File: config.mk
export PLATFORM = sky130hd
export DESIGN_NAME = sync_fifo_ctl
export DESIGN_NICKNAME = d
export VERILOG_FILES = /design/src/rtl/sync_fifo_ctl.sv
export SDC_FILE = /design/constraint.sdc
export NUM_CORES = 1
export LEC_CHECK = 0
export BUFFER_PORTS_ARGS = -buffer_cell sky130_fd_sc_hd__buf_2
export CORE_MARGIN = 2
export CORE_UTILIZATION = 28
export CTS_CLUSTER_DIAMETER = 80
export CTS_CLUSTER_SIZE = 24
export DETAILED_ROUTE_END_ITERATION = 8
export PLACE_DENSITY = 0.45
export RECOVER_POWER = 25
export REMOVE_ABC_BUFFERS = 1
export SLEW_MARGIN = 20
export SYNTH_ARGS = -nofsm -noshare
export SYNTH_HDL_FRONTEND = slang
export SYNTH_SLANG_ARGS = --single-unit
File: constraint.sdc
create_clock -name clk -period 9.1 [get_ports clk]
set_clock_uncertainty 0.15 [all_clocks]
set_input_delay 0.91 -clock clk [delete_from_list [all_inputs] [get_ports clk]]
set_output_delay 0.91 -clock clk [all_outputs]
set_load 0.02 [all_outputs]
File: src/rtl/sync_fifo_ctl.sv
// sync_fifo_ctl: single-clock FIFO with binary wrap pointers, fill count,
// programmable almost-full/almost-empty thresholds and sticky overflow/underflow
// error flags.
// Build option: define SYNC_FIFO_FWFT_EN for first-word-fall-through reads;
// when it is undefined, rdata is registered on each accepted pop.
module sync_fifo_ctl #(
  parameter int unsigned DSIZE     = 32,
  parameter int unsigned ASIZE     = 3,
  parameter int unsigned AFULL_TH  = (1 << ASIZE) - 1,
  parameter int unsigned AEMPTY_TH = 1
) (
  input  logic             clk,
  input  logic             rst_n,
  input  logic             winc,
  input  logic [DSIZE-1:0] wdata,
  input  logic             rinc,
  input  logic             err_clr,
  output logic [DSIZE-1:0] rdata,
  output logic             wfull,
  output logic             rempty,
  output logic             walmost_full,
  output logic             ralmost_empty,
  output logic [ASIZE:0]   count,
  output logic             overflow,
  output logic             underflow
);

  localparam int unsigned    DEPTH     = 1 << ASIZE;
  localparam logic [ASIZE:0] DEPTH_C   = {1'b1, {ASIZE{1'b0}}};
  localparam logic [ASIZE:0] AFULL_C   = AFULL_TH[ASIZE:0];
  localparam logic [ASIZE:0] AEMPTY_C  = AEMPTY_TH[ASIZE:0];

  logic [ASIZE:0]   wptr_q, wptr_d;
  logic [ASIZE:0]   rptr_q, rptr_d;
  logic             overflow_q, overflow_d;
  logic             underflow_q, underflow_d;
  logic [DSIZE-1:0] mem_q [DEPTH];

  logic [ASIZE-1:0] waddr, raddr;
  logic [ASIZE:0]   count_w;
  logic             full_w, empty_w;
  logic             push, pop;

  // Occupancy and flags decode from registered pointers only.
  always_comb begin
    waddr   = wptr_q[ASIZE-1:0];
    raddr   = rptr_q[ASIZE-1:0];
    count_w = wptr_q - rptr_q;
    full_w  = (count_w == DEPTH_C);
    empty_w = (count_w == '0);
    push    = winc && !full_w;
    pop     = rinc && !empty_w;
  end

  // Next-state for pointers and sticky error flags.
  always_comb begin
    wptr_d      = wptr_q;
    rptr_d      = rptr_q;
    if (push) wptr_d = wptr_q + 1'b1;
    if (pop)  rptr_d = rptr_q + 1'b1;
    overflow_d  = (overflow_q  && !err_clr) || (winc && full_w);
    underflow_d = (underflow_q && !err_clr) || (rinc && empty_w);
  end

  // Pointer and error flag registers.
  always_ff @(posedge clk or negedge rst_n) begin
    if (!rst_n) begin
      wptr_q      <= '0;
      rptr_q      <= '0;
      overflow_q  <= 1'b0;
      underflow_q <= 1'b0;
    end else begin
      wptr_q      <= wptr_d;
      rptr_q      <= rptr_d;
      overflow_q  <= overflow_d;
      underflow_q <= underflow_d;
    end
  end

  // Storage array, intentionally not reset.
  always_ff @(posedge clk) begin
    if (push) mem_q[waddr] <= wdata;
  end

`ifdef SYNC_FIFO_FWFT_EN
  // Head word shown whenever the FIFO holds data; zero when empty.
  always_comb begin
    rdata = empty_w ? '0 : mem_q[raddr];
  end
`else
  logic [DSIZE-1:0] rdata_q, rdata_d;

  // Read register captures the head word on an accepted pop.
  always_comb begin
    rdata_d = rdata_q;
    if (pop) rdata_d = mem_q[raddr];
  end

  // Registered read data.
  always_ff @(posedge clk or negedge rst_n) begin
    if (!rst_n) rdata_q <= '0;
    else        rdata_q <= rdata_d;
  end

  assign rdata = rdata_q;
`endif

  // Status outputs.
  always_comb begin
    count         = count_w;
    wfull         = full_w;
    rempty        = empty_w;
    walmost_full  = (count_w >= AFULL_C);
    ralmost_empty = (count_w <= AEMPTY_C);
    overflow      = overflow_q;
    underflow     = underflow_q;
  end

endmodule
==> metrics.cfg <==
[logic_synthesis]
synth_top_area_frac = 0.674
synth.top_cells.by_area = edfxtp_1 (67%), mux4_2 (13%), dfrtp_1 (9.2%), mux2i_1 (2.8%), nand2_1 (1.3%)
synth_largest_area_cell = edfxtp_1
synth_area_um2 = 11400
synthCells = 549
yosys_warnings = 0
seq_area_frac_synth = 0.767
synth_cell_types = 37
ys_seq_elements = 298
syn_area_per_cell_um2 = 20.8

[routing]
drt-total-wl_um = 22900
avgViaCountPerCell = 4.44
drc = 0
firstDrtPassIters = 4
wl_per_cell_um = 19.5
drt_iter0_markers = 309
vias = 5204
postRouteAntennaNets = 0

[power]
p_int_mw = 2.79
p_leak_nw = 4.36
powerDensity_nw_per_um2 = 328
power_frac_seq = 0.467
combPwrFrac = 0.332
p_clk_frac = 0.201
net-switching-power_mw = 1.46
ir_drop_mv = 0.140
netSwitchingFraction = 0.344

[clock_network]
cts_tree = built
cts.clk_slew.worst_paths_ps = 80
post-cts-setup-buffers = 0
cts_buffer_depth = 3
numCtsBuffers = 18
postCtsHoldBufs = 0
cts_resized = 0
htree_levels = 1
cts_root_buf = clkbuf_16
clk_latency_ps = 500
cts_num_sinks = 298

[critical_path]
slowest_stage = dfrtp_4
arrival_ps = 3220
crit_fanout = 66
crit_path_max_incr_delay_ps = 1130
end_kind = primary output
worstSetupStartpointType = flip-flop
worst_ep_required_time_ps = 8040
crit_type = flip-flop to primary output
cp_cell_sequence = inv_1, ha_1, xnor2_1, nand3_2, a21oi_2, buf_2

[finish]
regArea_um2 = 8750
fill_cells = 3790
layout_common_cells = edfxtp_1 (256), mux4_2 (64), buf_2 (54), dfrtp_1 (40), nand2_1 (38)
drive_above_1_share = 0.267
multi_input_area_um2 = 2510
layout_commonest_cell = edfxtp_1
area_growth_pct = 14.0
instances_no_fill = 1173
fin_nets = 678

[timing]
fmax_mhz = 234
finalMaxSlewViolations = 0
setup_viol = 0
hold_viol_final = 0
period_minus_slack_ps = 4280
fin_setup_tns_ps = 0
rsz0062_at_grt = no
setup_slack_ps = 4820
worst_pin_slew_ps = 1060
relSlewSlack = 0.295
period_share = 0.471
hold_slack_ps = 328

[placed_design]
place.gp.congestion = 0.721
dpl.hpwl_um = 13300
place_inst = 1140
detailedPlace.worstSlack_ps = 5020
io_buffer_count = 78

[floorplanning]
dieHeight_um = 206
dieArea_um2 = 42300
rows = 73
core_um2 = 39900
io_pins = 79
initial_core_util = 0.286
die_w_um = 206

[global_routing]
grt_use_total = 0.109
grt_pass1_wl_um = 34700
grt_pass1_vias = 5674
grt_max_degree = 68
antenna_found_initial = 1
overflow = 0

[job]
cap_violations = 0

[run_status]
status = completed

[min_path]
holdCritPathClass = flip-flop to flip-flop

==> cell usage after synthesis (all sizes together) <==
cell,instances
fa,1
nand3,2
o31ai,1
dfrtp,42
nand3b,1
o311ai,2
inv,10
nor4,2
edfxtp,256
clkbuf,10
nand4,1
a22o,2
nand2,38
buf,16
mux2,2
nor3,6
o21ai,33
ha,5
a21oi,3
a21o,1
mux2i,32
and3b,1
nor4b,2
nor2,5
xor2,2
nand2b,2
mux4,64
xnor2,7
==> routing by layer <==
metal / track usage / part of all wire / wire length [um] / up-vias
li1: - / - / - / 2366
met1: 0.144 / 0.45 / 10300 / 2733
met2: 0.190 / 0.49 / 11200 / 84
met3: 0.0193 / 0.042 / 956 / 21
met4: 0.0204 / 0.015 / 349 / 0
met5: 0 / 0 / 0 / -
==> kinds of logic after synthesis <==
family / after synthesis / share of synthesized area
compound gates: 42 / 0.0221
buf+inv: 36 / 0.0169
mux: 98 / 0.157
fa+ha+maj: 6 / 0.00724
simple gates: 60 / 0.0238
xor+xnor: 9 / 0.00692
flops: 298 / 0.767
==> state kept, by name (all words and copies together) (netlist names) <==
| register | cells |
|---|---|
| overflow | 1 |
| rptr_q | 4 |
| rdata | 32 |
| underflow | 1 |
| mem_q | 256 |
| wptr_q | 4 |
==> final timing paths <==
| path | startpoint | to | slack (ps) | cells after the start |
|---|---|---|---|---|
| worst max-delay path | rptr_q[2]$_DFFE_PN0P_ | wfull | 4820 | 6 |
| worst min-delay path | rdata[23]$_DFFE_PN0P_ | rdata[23]$_DFFE_PN0P_ | 330 | 2 |
| worst max register to register | rptr_q[2]$_DFFE_PN0P_ | mem_q[6][29]$_DFFE_PP_ | 5090 | 8 |
| worst min register to register | rdata[23]$_DFFE_PN0P_ | rdata[23]$_DFFE_PN0P_ | 330 | 2 |
| max in group asynchronous | rst_n | rptr_q[2]$_DFFE_PN0P_ | 7880 | 2 |
| min in group asynchronous | rst_n | rdata[15]$_DFFE_PN0P_ | 390 | 2 |
==> layout make-up <==
class	instances	share of cell area
Tap cell	525	0.0505
Inverter	10	0.00289
Antenna cell	1	0.000193
Sequential cell	298	0.673
Timing Repair Buffer	92	0.0358
Clock inverter	8	0.00607
Clock buffer	24	0.0380
Multi-Input combinational cell	215	0.193
==> power by group through the flow <==
stage          clock network [mW]  registers (mW)  logic (mW)
6_report                    0.857            1.99        1.41
4_1_cts                     0.899            2.00        1.46
2_1_floorplan                   0            2.11       0.898
5_1_grt                     0.939            2.03        1.56
3_3_place_gp                    0            2.01        1.43
3_5_place_dp                    0            2.03        1.46
==> worst max-delay path: cells and delay by family (launching register included) <==
kind	cells	cell delay [ps]
AOI/OAI and AO/OA	1	280
DFF	1	1130
xor gates and xnor gates	1	310
and+or+nand+nor	1	200
buffers and inverters	2	400
adders and majority gates	1	400
==> stage by stage <==
stage / utilization / total power, mW / cell area [um2]
floorplan: - / 3.00 / 11200
global placement: 0.312 / 3.44 / 12400
detailed placement: 0.312 / 3.49 / 12400
CTS: 0.326 / 4.36 / 13000
global route: 0.326 / 4.53 / 13000
finish: 0.326 / 4.26 / 13000
Power figures use the tool's default switching activity.
